**src/rtl/median_filter_ctrl.sv**
```systemverilog
// Sequencer for the 3x3 bubble-sort median datapath: fetches each pixel's window,
// drives the sorter handshake and writes the median back. Macro REPLICATE_EDGE_EN selects edge replication.
module median_filter_ctrl #(
    parameter int IMG_W  = 128,
    parameter int IMG_H  = 128,
    parameter int ADDR_W = 14
) (
    input  logic              clk,
    input  logic              rst,
    input  logic              go,
    output logic              busy,
    output logic              done,
    output logic              rd_en,
    output logic [ADDR_W-1:0] rd_addr,
    input  logic [7:0]        rd_data,
    output logic [71:0]       win_data,
    output logic              sort_start,
    input  logic              sort_finish,
    input  logic [7:0]        sort_median,
    output logic              wr_en,
    output logic [ADDR_W-1:0] wr_addr,
    output logic [7:0]        wr_data
);

`ifdef REPLICATE_EDGE_EN
    localparam bit REPLICATE = 1'b1;
`else
    localparam bit REPLICATE = 1'b0;
`endif

    localparam int RW = (IMG_H > 1) ? $clog2(IMG_H) : 1;
    localparam int CW = (IMG_W > 1) ? $clog2(IMG_W) : 1;
    localparam logic signed [RW+1:0] H_S = (RW+2)'(IMG_H);
    localparam logic signed [CW+1:0] W_S = (CW+2)'(IMG_W);

    typedef enum logic [2:0] {
        IDLE,
        FETCH,
        LOAD,
        SORT,
        WRITE,
        DONE
    } state_t;

    state_t            state_reg, state_next;
    logic [RW-1:0]     row_reg;
    logic [CW-1:0]     col_reg;
    logic [3:0]        k_reg;
    logic              rd_valid_reg;

    logic signed [1:0]    dr, dc;
    logic signed [RW+1:0] nr;
    logic signed [CW+1:0] nc;
    logic [RW-1:0]        nr_c;
    logic [CW-1:0]        nc_c;
    logic                 in_range;
    logic                 issue;
    logic                 last_pixel;
    logic [ADDR_W-1:0]    nbr_addr;
    logic [ADDR_W-1:0]    pixel_addr;

    // Neighbour offset for window element k: row k/3-1, column k%3-1.
    always_comb begin
        dr = 2'sb01;
        dc = 2'sb01;
        if (k_reg < 4'd3)
            dr = 2'sb11;
        else if (k_reg < 4'd6)
            dr = 2'sb00;
        case (k_reg)
            4'd0, 4'd3, 4'd6: dc = 2'sb11;
            4'd1, 4'd4, 4'd7: dc = 2'sb00;
            default:          dc = 2'sb01;
        endcase
    end

    // Coordinates are widened and signed so that -1 and IMG_W/IMG_H are both detectable.
    always_comb begin
        nr = $signed({2'b00, row_reg}) + $signed({{RW{dr[1]}}, dr});
        nc = $signed({2'b00, col_reg}) + $signed({{CW{dc[1]}}, dc});
        in_range = !nr[RW+1] && (nr < H_S) && !nc[CW+1] && (nc < W_S);

        if (nr[RW+1])
            nr_c = '0;
        else if (nr >= H_S)
            nr_c = RW'(IMG_H - 1);
        else
            nr_c = nr[RW-1:0];

        if (nc[CW+1])
            nc_c = '0;
        else if (nc >= W_S)
            nc_c = CW'(IMG_W - 1);
        else
            nc_c = nc[CW-1:0];

        nbr_addr   = ADDR_W'(nr_c) * ADDR_W'(IMG_W) + ADDR_W'(nc_c);
        pixel_addr = ADDR_W'(row_reg) * ADDR_W'(IMG_W) + ADDR_W'(col_reg);
        last_pixel = (row_reg == RW'(IMG_H - 1)) && (col_reg == CW'(IMG_W - 1));
        issue      = (state_reg == FETCH) && (k_reg < 4'd9) && (REPLICATE || in_range);
    end

    assign rd_en      = issue;
    assign rd_addr    = issue ? nbr_addr : '0;
    assign busy       = (state_reg == FETCH) || (state_reg == LOAD) ||
                        (state_reg == SORT)  || (state_reg == WRITE);
    assign done       = (state_reg == DONE);
    assign wr_en      = (state_reg == WRITE);
    assign sort_start = (state_reg == SORT);

    always_ff @(posedge clk or posedge rst) begin
        if (rst)
            state_reg <= IDLE;
        else
            state_reg <= state_next;
    end

    always_comb begin
        state_next = state_reg;
        case (state_reg)
            IDLE:    if (go) state_next = FETCH;
            FETCH:   if (k_reg == 4'd9) state_next = LOAD;
            LOAD:    state_next = SORT;
            SORT:    if (sort_finish) state_next = WRITE;
            WRITE:   state_next = last_pixel ? DONE : FETCH;
            DONE:    state_next = IDLE;
            default: state_next = IDLE;
        endcase
    end

    always_ff @(posedge clk or posedge rst) begin
        if (rst) begin
            row_reg      <= '0;
            col_reg      <= '0;
            k_reg        <= '0;
            rd_valid_reg <= 1'b0;
            wr_addr      <= '0;
            wr_data      <= '0;
        end else begin
            rd_valid_reg <= issue;
            k_reg        <= (state_reg == FETCH && k_reg != 4'd9) ? k_reg + 4'd1 : 4'd0;
            case (state_reg)
                IDLE: begin
                    if (go) begin
                        row_reg <= '0;
                        col_reg <= '0;
                    end
                end
                SORT: begin
                    if (sort_finish) begin
                        wr_data <= sort_median;
                        wr_addr <= pixel_addr;
                    end
                end
                WRITE: begin
                    if (!last_pixel) begin
                        if (col_reg == CW'(IMG_W - 1)) begin
                            col_reg <= '0;
                            row_reg <= row_reg + 1'b1;
                        end else begin
                            col_reg <= col_reg + 1'b1;
                        end
                    end
                end
                default: ;
            endcase
        end
    end

    // Element gi arrives from the RAM one cycle after its issue, i.e. while k == gi+1.
    for (genvar gi = 0; gi < 9; gi++) begin : g_win
        logic [7:0] byte_reg;
        always_ff @(posedge clk or posedge rst) begin
            if (rst)
                byte_reg <= '0;
            else if (state_reg == FETCH && k_reg == 4'(gi + 1))
                byte_reg <= rd_valid_reg ? rd_data : 8'd0;
        end
        assign win_data[71-8*gi -: 8] = byte_reg;
    end

endmodule

```
**config.mk**
```make
export PLATFORM = sky130hd
export DESIGN_NAME = median_filter_ctrl
export DESIGN_NICKNAME = d
export VERILOG_FILES = /design/src/rtl/median_filter_ctrl.sv
export SDC_FILE = /design/constraint.sdc
export NUM_CORES = 1
export LEC_CHECK = 0
export BUFFER_PORTS_ARGS = -buffer_cell sky130_fd_sc_hd__buf_2
export CAP_MARGIN = 30
export CORE_ASPECT_RATIO = 0.7
export CORE_MARGIN = 2
export CORE_UTILIZATION = 60
export CTS_BUF_LIST = sky130_fd_sc_hd__clkbuf_2 sky130_fd_sc_hd__clkbuf_4 sky130_fd_sc_hd__clkbuf_8
export DETAILED_ROUTE_END_ITERATION = 7
export PLACE_DENSITY = 0.91
export SETUP_SLACK_MARGIN = 0.02
export SLEW_MARGIN = 5
export SYNTH_ARGS = -nofsm -noshare
export SYNTH_HDL_FRONTEND = slang
export SYNTH_SLANG_ARGS = --single-unit
```
**constraint.sdc**
```tcl
create_clock -name clk -period 14.8 [get_ports clk]
set_clock_uncertainty 0.1 [all_clocks]
set_input_delay 4.44 -clock clk [delete_from_list [all_inputs] [get_ports clk]]
set_output_delay 4.44 -clock clk [all_outputs]
set_load 0.02 [all_outputs]
```
==> flow_metrics.py <==
metrics = {
    "clock_tree": {
        "postCtsSetupBuffers": 0,
        "cts_root_buffer": "clkbuf_8",
        "post_cts_resized": 0,
        "cts_max_path_buffers": 2,
        "numCtsBuffers": 17,
        "clock_sinks": 116,
        "clk_pin_slew_ns": 0.07,
        "h-tree-depth": 4,
        "tritoncts": "yes",
        "clock_latency_ns": 0.43,
        "hold_buffers": 0,
    },
    "finish": {
        "largest_reg_flops": 72,
        "syn_to_final_growth_pct": 20.7,
        "nNetsFinal": 680,
        "mostFrequentLayoutCells": "buf_2 (133), dfrtp_1 (116), nand2_1 (89)",
        "final_common_cell": "buf_2",
        "antennaDiodeCount": 0,
        "drive_gt1_share_pct": 33.9,
    },
    "setup_path": {
        "start_kind": "register",
        "criticalPathCategory": "register to primary output",
        "slowest_stage": "or4b_2",
        "crit_chain": "inv_1 > ha_1 > or4b_2 > a21o_1 > ha_1 > fa_1 > a211oi_1 > nor2_1 > a21oi_1 > a2bb2oi_2 > nor3b_1 > buf_2",
        "r2r-start": "k_reg[1]",
        "cp_max_fo": 15,
        "arrival_ns": 4.46,
        "ff2ff_setup_slack_ns": 10.71,
        "cp_common_cell": "ha_1",
        "crit_required_ns": 10.26,
        "end_kind": "primary output",
        "rr_endpoint": "rd_valid_reg",
        "max_stage_delay_ns": 0.68,
        "ff2ff_path_depth": 11,
    },
    "synthesis": {
        "synth_seq_area_share_pct": 53.5,
        "synth-xor-area-share_pct": 2.74,
        "synth_top_family_by_area": "simple AND/OR/NAND/NOR gates",
        "syn_area_sq_mm": 0.00543,
        "synthCells": 513,
        "synthesis.nets": 551,
        "async_reset_ff_share_pct": 100,
        "synthAdderAreaFrac_pct": 4.29,
        "synth_cell_types": 59,
        "synth-simple-area-share_pct": 16.3,
        "avgSynthCellArea_sq_um": 10.6,
        "ys_ff_latch": 116,
        "synth_compound_area_share_pct": 12.3,
        "synthMuxAreaShare_pct": 7.68,
        "synth_edf_count": 0,
        "ys.warnings.count": 0,
        "synthFlopType": "dfrtp_1",
    },
    "timing": {
        "worst_slack_ns": 5.80,
        "timing.fmax_ghz": 0.111,
        "slew_violations": 0,
        "fin_crit_sh_pct": 60.8,
        "min_period_ns": 9.00,
        "hold_viol": 0,
        "finalSetupViolations": 0,
        "setup_tns_ns": 0,
        "slew_headroom_pct": 37.0,
        "rsz0062_at_grt": "no",
        "max_slew.worst_pin.slew_ns": 0.932,
    },
    "min_path": {
        "worstHoldPathType": "register to register",
        "worstHoldStart": "g_win[2].byte_reg[2]",
        "worstHoldPathCells": 2,
        "holdPathEnd": "g_win[2].byte_reg[2]",
    },
    "grt": {
        "grt-ovfl-total": 0,
        "grt_pass1_wl_um": 22300,
        "met1_usage_pct": 40.0,
        "use_met3_pct": 5.81,
        "antenna_found_initial": 0,
        "groute.usage.overall_pct": 28.8,
        "grt_pass1_vias": 4370,
        "top_usage_layer": "met2",
        "met2_usage_pct": 44.1,
        "grt_max_degree": 69,
    },
    "detailed_routing": {
        "drc": 0,
        "initialDrtViolationCount": 418,
        "wirelength_um": 13400,
        "vias": 4463,
        "dr.pass1.iters": 5,
        "wl_per_cell_um": 17.2,
        "post_drt_via_cell_ratio": 5.76,
        "ant_nets": 0,
    },
    "die": {
        "initial_core_util_pct": 63.0,
        "die_h_um": 83.6,
        "fp.coreArea_sq_mm": 0.00862,
        "dieArea_sq_mm": 0.00983,
        "die_x_um": 118,
        "rows": 28,
        "io_pins": 133,
    },
    "power_and_ir_drop": {
        "p_per_area_mw_per_mm2": 187,
        "cellLeakagePower_uw": 0.00329,
        "vdd_drop_max_mv": 0.137,
        "p_total_uw": 1220,
    },
    "placed_design": {
        "place_congestion": 0.943,
        "portBuffers": 132,
        "hpwl_um": 9470,
        "pre_cts_ws_ns": 6.33,
    },
    "status": {
        "status": "finished clean",
    },
    "flow_run": {
        "cap_violations": 0,
    },
}
-- report_power, final --
| part | internal, uW | switching, uW |
|---|---|---|
| Combinational | 170 | 305 |
| Sequential | 394 | 57.5 |
| Clock | 173 | 124 |
-- layout make-up --
type / count / area, sq um
clock buffer: 24 / 312
multi-input combinational: 363 / 2350
sequential: 116 / 2900
fill: 570 / 2070
tap: 120 / 150
clock inverter: 8 / 98.8
inverter: 9 / 36.3
timing repair buffer: 135 / 701
-- worst max-delay path, delay by kind of cell, from the launching register on --
family	cells	cell delay (ns)
buffers and inverters	2	0.32
AO/OA/AOI/OAI	4	1.41
adder cells (fa/ha/maj)	3	0.93
AND/OR/NAND/NOR	3	0.96
flip-flops	1	0.44
-- worst max-delay path by stage --
stage,end,slack (ns),cells past startpoint,start
floorplan,rd_addr[4],6.71,11,k_reg[0]
global placement,rd_addr[1],6.55,12,k_reg[0]
detailed placement,rd_addr[0],6.33,12,k_reg[0]
CTS,rd_addr[0],5.78,12,k_reg[0]
global route,rd_addr[7],5.56,12,k_reg[1]
finish,rd_addr[0],5.80,12,k_reg[1]
-- synthesized netlist by cell type (3+ instances only) --
cell type | count | area [sq um]
nor3b_1 | 3 | 22.5
nand2b_1 | 3 | 18.8
o21ai_0 | 49 | 245
buf_6 | 3 | 33.8
dfrtp_1 | 116 | 2900
o31ai_1 | 3 | 22.5
o22ai_1 | 3 | 18.8
nand3_1 | 7 | 35.0
ha_1 | 17 | 213
xor2_1 | 8 | 70.1
nand2_1 | 89 | 334
xnor2_1 | 9 | 78.8
and2_1 | 9 | 56.3
nand2_2 | 4 | 25.0
nor2_1 | 18 | 67.6
nor3_1 | 12 | 60.1
a21oi_1 | 12 | 60.1
nor2b_1 | 3 | 18.8
mux2_2 | 37 | 417
inv_1 | 9 | 33.8
o21bai_1 | 5 | 37.5
or3_1 | 3 | 18.8
and3_1 | 3 | 18.8
clkbuf_1 | 6 | 22.5
nand3b_1 | 3 | 22.5
nand4_1 | 6 | 37.5
nor3_2 | 3 | 30.0
buf_2 | 11 | 55.1
o21ai_1 | 22 | 110
-- cells by family after synthesis --
group / count (synthesis)
AO/OA/AOI/OAI: 113
XOR/XNOR: 17
adder cells (fa/ha/maj): 18
buffers and inverters: 34
flip-flops: 116
multiplexers: 37
AND/OR/NAND/NOR: 178
-- per-stage QoR --
stage / cells / util, % / hold slack (ns) / area (sq um)
global route: 775 / 76.0 / 0.402 / 6550
CTS: 774 / 75.7 / 0.380 / 6520
floorplan: 513 / - / 0.380 / 5430
finish: 775 / 76.0 / 0.376 / 6550
detailed placement: 742 / 70.9 / 0.364 / 6110
global placement: 741 / 70.9 / 0.355 / 6110
-- metal layers --
layer | routed length (um) | up-vias
met1 | 5710 | 2159
met3 | 984 | 26
li1 | - | 2061
met2 | 6390 | 217
met4 | 277 | 0
met5 | 0 | -
Note: power is estimated with default switching activity, not from simulation.
